<file path="config.mk">
export PLATFORM = sky130hd
export DESIGN_NAME = sdbp_frame_tx_flat
export DESIGN_NICKNAME = d
export VERILOG_FILES = /design/src/rtl/sdbp_pkg.sv /design/src/rtl/sdbp_frame_tx_if.sv /design/src/rtl/sdbp_shifter.sv /design/src/rtl/sdbp_frame_tx.sv /design/src/flat_wrapper.sv
export SDC_FILE = /design/constraint.sdc
export NUM_CORES = 1
export LEC_CHECK = 0
export ABC_AREA = 1
export CORE_ASPECT_RATIO = 0.5
export CORE_UTILIZATION = 30
export CTS_CLUSTER_DIAMETER = 100
export DETAILED_ROUTE_END_ITERATION = 10
export SETUP_SLACK_MARGIN = 0.3
export SYNTH_ARGS = -nofsm -noshare
export SYNTH_HDL_FRONTEND = slang
export SYNTH_SLANG_ARGS = --single-unit
</file>
<file path="constraint.sdc">
create_clock -name clk -period 2.6 [get_ports clk]
set_input_delay 0.52 -clock clk [delete_from_list [all_inputs] [get_ports clk]]
set_output_delay 0.52 -clock clk [all_outputs]
set_load 0.005 [all_outputs]
</file>
<file path="src/rtl/sdbp_pkg.sv">
`default_nettype none
// ============================================================================
// Module      : sdbp_pkg
// Description : Shared types and default sizing for the SDBP frame transmitter
// Revision    : 1.0 - initial release
// ============================================================================
package sdbp_pkg;

    localparam int N_LED = 360;   // words per frame
    localparam int DW    = 16;    // LED word width
    localparam int AW    = 10;    // brightness RAM address width

    typedef enum logic [2:0] {
        IDLE  = 3'd0,
        WAIT  = 3'd1,
        FETCH = 3'd2,
        LOAD  = 3'd3,
        SHIFT = 3'd4,
        LATCH = 3'd5,
        DONE  = 3'd6
    } state_t;

endpackage
`default_nettype wire

</file>
<file path="src/rtl/sdbp_frame_tx_if.sv">
`default_nettype none
// ============================================================================
// Module      : sdbp_frame_tx_if
// Description : Brightness RAM read port (enable/address out, data back in
//               one cycle after the enable)
// Revision    : 1.0 - initial release
// ============================================================================
interface sdbp_frame_tx_if #(
    parameter int AW = 10,
    parameter int DW = 16
) ();

    logic          rd_en;
    logic [AW-1:0] rd_addr;
    logic [DW-1:0] rd_data;

    modport master (output rd_en, output rd_addr, input  rd_data);
    modport slave  (input  rd_en, input  rd_addr, output rd_data);

endinterface
`default_nettype wire

</file>
<file path="src/rtl/sdbp_shifter.sv">
`default_nettype none
// ============================================================================
// Module      : sdbp_shifter
// Description : MSB-first word serialiser; sclk low for the first CLK_DIV
//               cycles of each bit, high for the rest; sdo changes only on
//               the first low cycle of a bit
// Revision    : 1.0 - initial release
// ============================================================================
module sdbp_shifter #(
    parameter int DW      = 16,
    parameter int CLK_DIV = 2
) (
    input  wire logic          clk,
    input  wire logic          rst_n,
    input  wire logic          load,
    input  wire logic [DW-1:0] din,
    output logic               busy,
    output logic               last,
    output logic               sclk,
    output logic               sdo
);

    localparam int PW = $clog2(2 * CLK_DIV);
    localparam int BW = $clog2(DW);

    logic [DW-1:0] sr,      sr_nxt;
    logic [PW-1:0] phase,   phase_nxt;
    logic [BW-1:0] bit_cnt, bit_nxt;
    logic          active,  active_nxt;
    logic          bit_end;

    assign bit_end = active && (phase == PW'(2 * CLK_DIV - 1));
    assign last    = bit_end && (bit_cnt == BW'(DW - 1));
    assign busy    = active;

    // Next shift-register, phase and bit-count values
    always_comb begin
        sr_nxt     = sr;
        phase_nxt  = phase;
        bit_nxt    = bit_cnt;
        active_nxt = active;
        if (load) begin
            sr_nxt     = din;
            phase_nxt  = '0;
            bit_nxt    = '0;
            active_nxt = 1'b1;
        end else if (active) begin
            if (bit_end) begin
                phase_nxt = '0;
                sr_nxt    = {sr[DW-2:0], 1'b0};
                if (last) begin
                    active_nxt = 1'b0;
                end else begin
                    bit_nxt = bit_cnt + BW'(1);
                end
            end else begin
                phase_nxt = phase + PW'(1);
            end
        end
    end

    // State registers; sclk/sdo are registered so the driver sees clean edges
    always_ff @(posedge clk or negedge rst_n) begin
        if (!rst_n) begin
            sr      <= '0;
            phase   <= '0;
            bit_cnt <= '0;
            active  <= 1'b0;
            sclk    <= 1'b0;
            sdo     <= 1'b0;
        end else begin
            sr      <= sr_nxt;
            phase   <= phase_nxt;
            bit_cnt <= bit_nxt;
            active  <= active_nxt;
            sclk    <= active_nxt && (phase_nxt >= PW'(CLK_DIV));
            sdo     <= active_nxt && sr_nxt[DW-1];
        end
    end

endmodule
`default_nettype wire

</file>
<file path="src/rtl/sdbp_frame_tx.sv">
`default_nettype none
// ============================================================================
// Module      : sdbp_frame_tx
// Description : On each rising edge of frame_start, waits out the RAM write
//               burst, reads N_LED words from the brightness RAM, shifts them
//               to the MiniLED driver and pulses le to latch the frame
// Revision    : 1.0 - initial release
// ============================================================================
module sdbp_frame_tx #(
    parameter int N_LED     = sdbp_pkg::N_LED,
    parameter int DW        = sdbp_pkg::DW,
    parameter int AW        = sdbp_pkg::AW,
    parameter int BASE_ADDR = 1,
    parameter int START_DLY = 400,
    parameter int CLK_DIV   = 2,
    parameter int LATCH_W   = 4
) (
    input  wire logic       clk,
    input  wire logic       rst_n,
    input  wire logic       frame_start,
    sdbp_frame_tx_if.master ram,
    output logic            sclk,
    output logic            sdo,
    output logic            le,
    output logic            busy,
    output logic            frame_done,
    output logic            overrun
);

    import sdbp_pkg::*;

    localparam int IW      = $clog2(N_LED);
    localparam int DLY_MAX = (START_DLY > LATCH_W) ? START_DLY : LATCH_W;
    localparam int CW      = $clog2(DLY_MAX + 1);

    state_t        state, state_nxt;
    logic [IW-1:0] word_idx, word_idx_nxt;
    logic [CW-1:0] cnt, cnt_nxt;
    logic          armed, fs_q, start_edge;
    logic          sh_load, sh_busy, sh_last;

    // armed is low for the first cycle after reset so a level that is already
    // high when reset releases is absorbed into fs_q instead of seen as an edge
    assign start_edge = armed && frame_start && !fs_q;

    // frame_start history for edge detection
    always_ff @(posedge clk or negedge rst_n) begin
        if (!rst_n) begin
            armed <= 1'b0;
            fs_q  <= 1'b0;
        end else begin
            armed <= 1'b1;
            fs_q  <= frame_start;
        end
    end

    // Next-state, word index and shared delay/latch counter
    always_comb begin
        state_nxt    = state;
        word_idx_nxt = word_idx;
        cnt_nxt      = cnt;
        sh_load      = 1'b0;
        case (state)
            IDLE: begin
                if (start_edge) begin
                    state_nxt    = WAIT;
                    cnt_nxt      = CW'(START_DLY - 1);
                    word_idx_nxt = '0;
                end
            end
            WAIT: begin
                if (cnt == '0) state_nxt = FETCH;
                else           cnt_nxt   = cnt - CW'(1);
            end
            FETCH: state_nxt = LOAD;
            LOAD: begin
                sh_load   = 1'b1;
                state_nxt = SHIFT;
            end
            SHIFT: begin
                // An idle shifter here can only mean a lost word; moving on
                // keeps the FSM from locking up
                if (sh_last || !sh_busy) begin
                    if (word_idx == IW'(N_LED - 1)) begin
                        state_nxt = LATCH;
                        cnt_nxt   = CW'(LATCH_W - 1);
                    end else begin
                        word_idx_nxt = word_idx + IW'(1);
                        state_nxt    = FETCH;
                    end
                end
            end
            LATCH: begin
                if (cnt == '0) state_nxt = DONE;
                else           cnt_nxt   = cnt - CW'(1);
            end
            DONE:    state_nxt = IDLE;
            default: state_nxt = IDLE;
        endcase
    end

    // FSM registers and registered outputs decoded from the next state
    always_ff @(posedge clk or negedge rst_n) begin
        if (!rst_n) begin
            state       <= IDLE;
            word_idx    <= '0;
            cnt         <= '0;
            ram.rd_en   <= 1'b0;
            ram.rd_addr <= '0;
            le          <= 1'b0;
            busy        <= 1'b0;
            frame_done  <= 1'b0;
            overrun     <= 1'b0;
        end else begin
            state      <= state_nxt;
            word_idx   <= word_idx_nxt;
            cnt        <= cnt_nxt;
            ram.rd_en  <= (state_nxt == FETCH);
            if (state_nxt == FETCH) begin
                ram.rd_addr <= AW'(BASE_ADDR) + AW'(word_idx_nxt);
            end
            le         <= (state_nxt == LATCH);
            busy       <= (state_nxt != IDLE);
            frame_done <= (state_nxt == DONE);
            overrun    <= start_edge && (state != IDLE);
        end
    end

    sdbp_shifter #(
        .DW      (DW),
        .CLK_DIV (CLK_DIV)
    ) u_shifter (
        .clk   (clk),
        .rst_n (rst_n),
        .load  (sh_load),
        .din   (ram.rd_data),
        .busy  (sh_busy),
        .last  (sh_last),
        .sclk  (sclk),
        .sdo   (sdo)
    );

endmodule
`default_nettype wire

</file>
<file path="src/flat_wrapper.sv">
// flat-port wrapper written by rule: the top's interface ports become plain ports
module sdbp_frame_tx_flat import sdbp_pkg::*;
#(
    parameter int N_LED     = sdbp_pkg::N_LED,
    parameter int DW        = sdbp_pkg::DW,
    parameter int AW        = sdbp_pkg::AW,
    parameter int BASE_ADDR = 1,
    parameter int START_DLY = 400,
    parameter int CLK_DIV   = 2,
    parameter int LATCH_W   = 4
)
  (clk, rst_n, frame_start, sclk, sdo, le, busy, frame_done, overrun, ram_rd_en, ram_rd_addr, ram_rd_data);
  sdbp_frame_tx_if #(.AW(AW), .DW(DW)) ram_i ();
  input  wire logic clk;
  input  wire logic rst_n;
  input  wire logic frame_start;
  output logic sclk;
  output logic sdo;
  output logic le;
  output logic busy;
  output logic frame_done;
  output logic overrun;
  output wire logic [$bits(ram_i.rd_en)-1:0] ram_rd_en;
  output wire logic [$bits(ram_i.rd_addr)-1:0] ram_rd_addr;
  input wire logic [$bits(ram_i.rd_data)-1:0] ram_rd_data;
  assign ram_rd_en = ram_i.rd_en;
  assign ram_rd_addr = ram_i.rd_addr;
  assign ram_i.rd_data = ram_rd_data;
  sdbp_frame_tx #(.N_LED(N_LED), .DW(DW), .AW(AW), .BASE_ADDR(BASE_ADDR), .START_DLY(START_DLY), .CLK_DIV(CLK_DIV), .LATCH_W(LATCH_W)) u_core (.clk(clk), .rst_n(rst_n), .frame_start(frame_start), .ram(ram_i), .sclk(sclk), .sdo(sdo), .le(le), .busy(busy), .frame_done(frame_done), .overrun(overrun));
endmodule
</file>
==> metrics <==
pwr/cell area 557 nW/um2; Final period util 81.3%; Post-Syn Nets 429; setup violators final 0; achievable frequency 473 MHz; # DRC 0; via count 2709; Worst EP required 2.81 ns; CTS tree built; Fin Clk Skew 0.00561 ns; gr ovfl total 0; Post-synth EDFFs 0; clock-pin transition on the worst setup and hold timing paths 0.05 ns; Hold-fix buffers, CTS 0; clock sink count 63; Synth Instances 404; min Tclk post-route 2.11 ns; Final nets 475; Placeable Area 10500 um2; Leak Pwr 0.00200 uW; Detail Route Antenna Nets 0; worst-path maximum fanout 14; Die Area 11500 um2; Rel. slew slack 45.9%; dpl cells 577; CTS Buffer Depth 2; Total GRT Usage 13.8%; Synth Flop Type dfrtp_1; Critical Path Start Type register; Clock Latency Late Sink 0.33 ns; #FFs+latches synth 63; num rows 26; final WL 7050 um; CTS Root Cell clkbuf_16; largest net degree at the start of global routing 64; RSZ-0062 raised after global routing false; Finished Core Util 40.2%; Pre-antenna DRT Iters 4; I/O Buffers 35; # IOs 36; library cells used by synthesis 43; synth warn 0; Antenna diodes 0; kind of end point of the critical path register; Async S/R FF share, synth 100%; WL per Instance 11.8 um; CP Class reg -> reg; commonest non-fill, non-tap cell in the layout nand2_1; antenna violations before repair 0; commonest cells after routing, fill and taps aside nand2_1, dfrtp_1, nand3_1; VDD IR-drop max 0.302 mV; syn_area_per_cell 8.23 um2; Finished Layout Cells 595; Inserted Clock Buffers 9; max-cap violations 0; vias in the first global route 2543; Seq/Total Area, Yosys 47.4%; FILL cells 1063; setup_tns 0 ns; Die Width 151 um; crit path cell chain ha_1 -> nand2_1 -> o21ai_4 -> buf_4 -> or2_1 -> nand3_1 -> nand2_2 -> nand2_1 -> nor2_4 -> nand3_1 -> nand3_1 -> nand2_1; worst endpoint data arrival time 2.33 ns; H-Tree Depth 3; Initial Util 31.7%; status finished clean; Hold WC Path Type in -> async; share of cells above drive strength 1 15.8%; critical path's slowest cell dfrtp_1; via density per instance 4.55; DR iter-0 viols 130; actual slew at the worst max-slew pin 0.811 ns; CP peak stage delay 0.37 ns; Hold Vio Cnt, Final 0; Slew Limit Fails 0; P&R area growth vs syn 26.6%; die height 76.5 um; Mapped Area 3330 um2; hpwl dp 4980 um; routability cong. 0.764; final hold slack 0.353 ns; first-pass GRT wire length 12300 um
path summary, 6_finish.rpt:
path | from | to | slack [ns] | cells after the start
min reg2reg | u_core.ram.rd_addr[7] | u_core.ram.rd_addr[7] | 0.48 | 2
min | rst_n | u_core.u_shifter.sr[6] | 0.35 | 2
max reg2reg | u_core.u_shifter.phase[0] | u_core.ram.rd_addr[7] | 0.49 | 12
max in group asynchronous | rst_n | u_core.word_idx[5] | 1.70 | 2
min in group clk | u_core.ram.rd_addr[7] | u_core.ram.rd_addr[7] | 0.48 | 2
max | u_core.u_shifter.phase[0] | u_core.ram.rd_addr[7] | 0.49 | 12
cells in the mapped netlist (all sizes together), types with 4 or more instances:
cell,n,area share (%)
nand2,124,15
dfrtp,63,47
inv,47,5.5
nand3,45,7.7
nor2,39,5.6
o21ai,18,3.3
a21oi,9,1.4
o311ai,7,1.8
ha,6,2.3
nor3,6,1.4
o211ai,6,1.4
clkbuf,5,0.56
xnor2,5,1.3
buf,4,1.1
nand4,4,0.75
timing repair:
item	4_1_cts	5_1_grt
endpoints found under the hold margin	0	0
setup buffers	0	2
endpoints found under the setup margin	0	5
gates resized for setup	0	6
layer usage:
layer  vias to the layer above  track usage (%)  share of wire [%]
met1                      1266             18.4                 51
met5                         -                0                  0
met2                        32             20.8                 44
met4                         0             4.80                1.3
met3                         8             4.31                3.4
li1                       1403                -                  -
sequential cells by signal, indices dropped and copies added (netlist names), 2 cells and up:
signal and count:
u_core.u_shifter.sr 16, u_core.ram.rd_addr 10, u_core.cnt 9, u_core.word_idx 9, u_core.u_shifter.bit_cnt 4, u_core.state 3
u_core.u_shifter.phase 2
power by group:
group	switching [uW]	total, uW	internal [uW]
clock network	417	1310	890
logic	24.9	51.2	26.3
registers	0.711	985	985
through the flow:
step                setup WS, ns  area [um2]  total power (uW)
floorplan                  0.612        3330              1000
global placement           0.199        3840              1050
detailed placement         0.169        3840              1060
CTS                        0.371        4170              2370
global route               0.310        4210              2420
finish                     0.486        4210              2340
critical path, delay by kind of cell (launching register included):
family / cells / cell delay [ns]
AND/OR/NAND/NOR: 9 / 0.97
flip-flops: 1 / 0.37
buffers and inverters: 1 / 0.25
AO/OA/AOI/OAI: 1 / 0.22
adder cells (fa/ha/maj): 1 / 0.18
cells by family after synthesis:
logic type                 synth area share, %
DFF                                       47.4
AOI/OAI and AO/OA                         9.07
and+or+nand+nor                           32.1
other                                    0.113
adders and majority gates                 2.26
muxes                                    0.339
xor gates and xnor gates                  1.58
buffers and inverters                     7.19
final cells by class:
type / instances / area [um2] / area share [%]
multi-input cells: 284 / 1540 / 36.5
repair buffers: 44 / 413 / 9.81
clock buffers: 13 / 260 / 6.18
inverters: 48 / 185 / 4.40
flip-flops and latches: 63 / 1580 / 37.4
well taps: 140 / 175 / 4.16
clock inverters: 3 / 65.1 / 1.55
(Power assumes the default switching activity.)
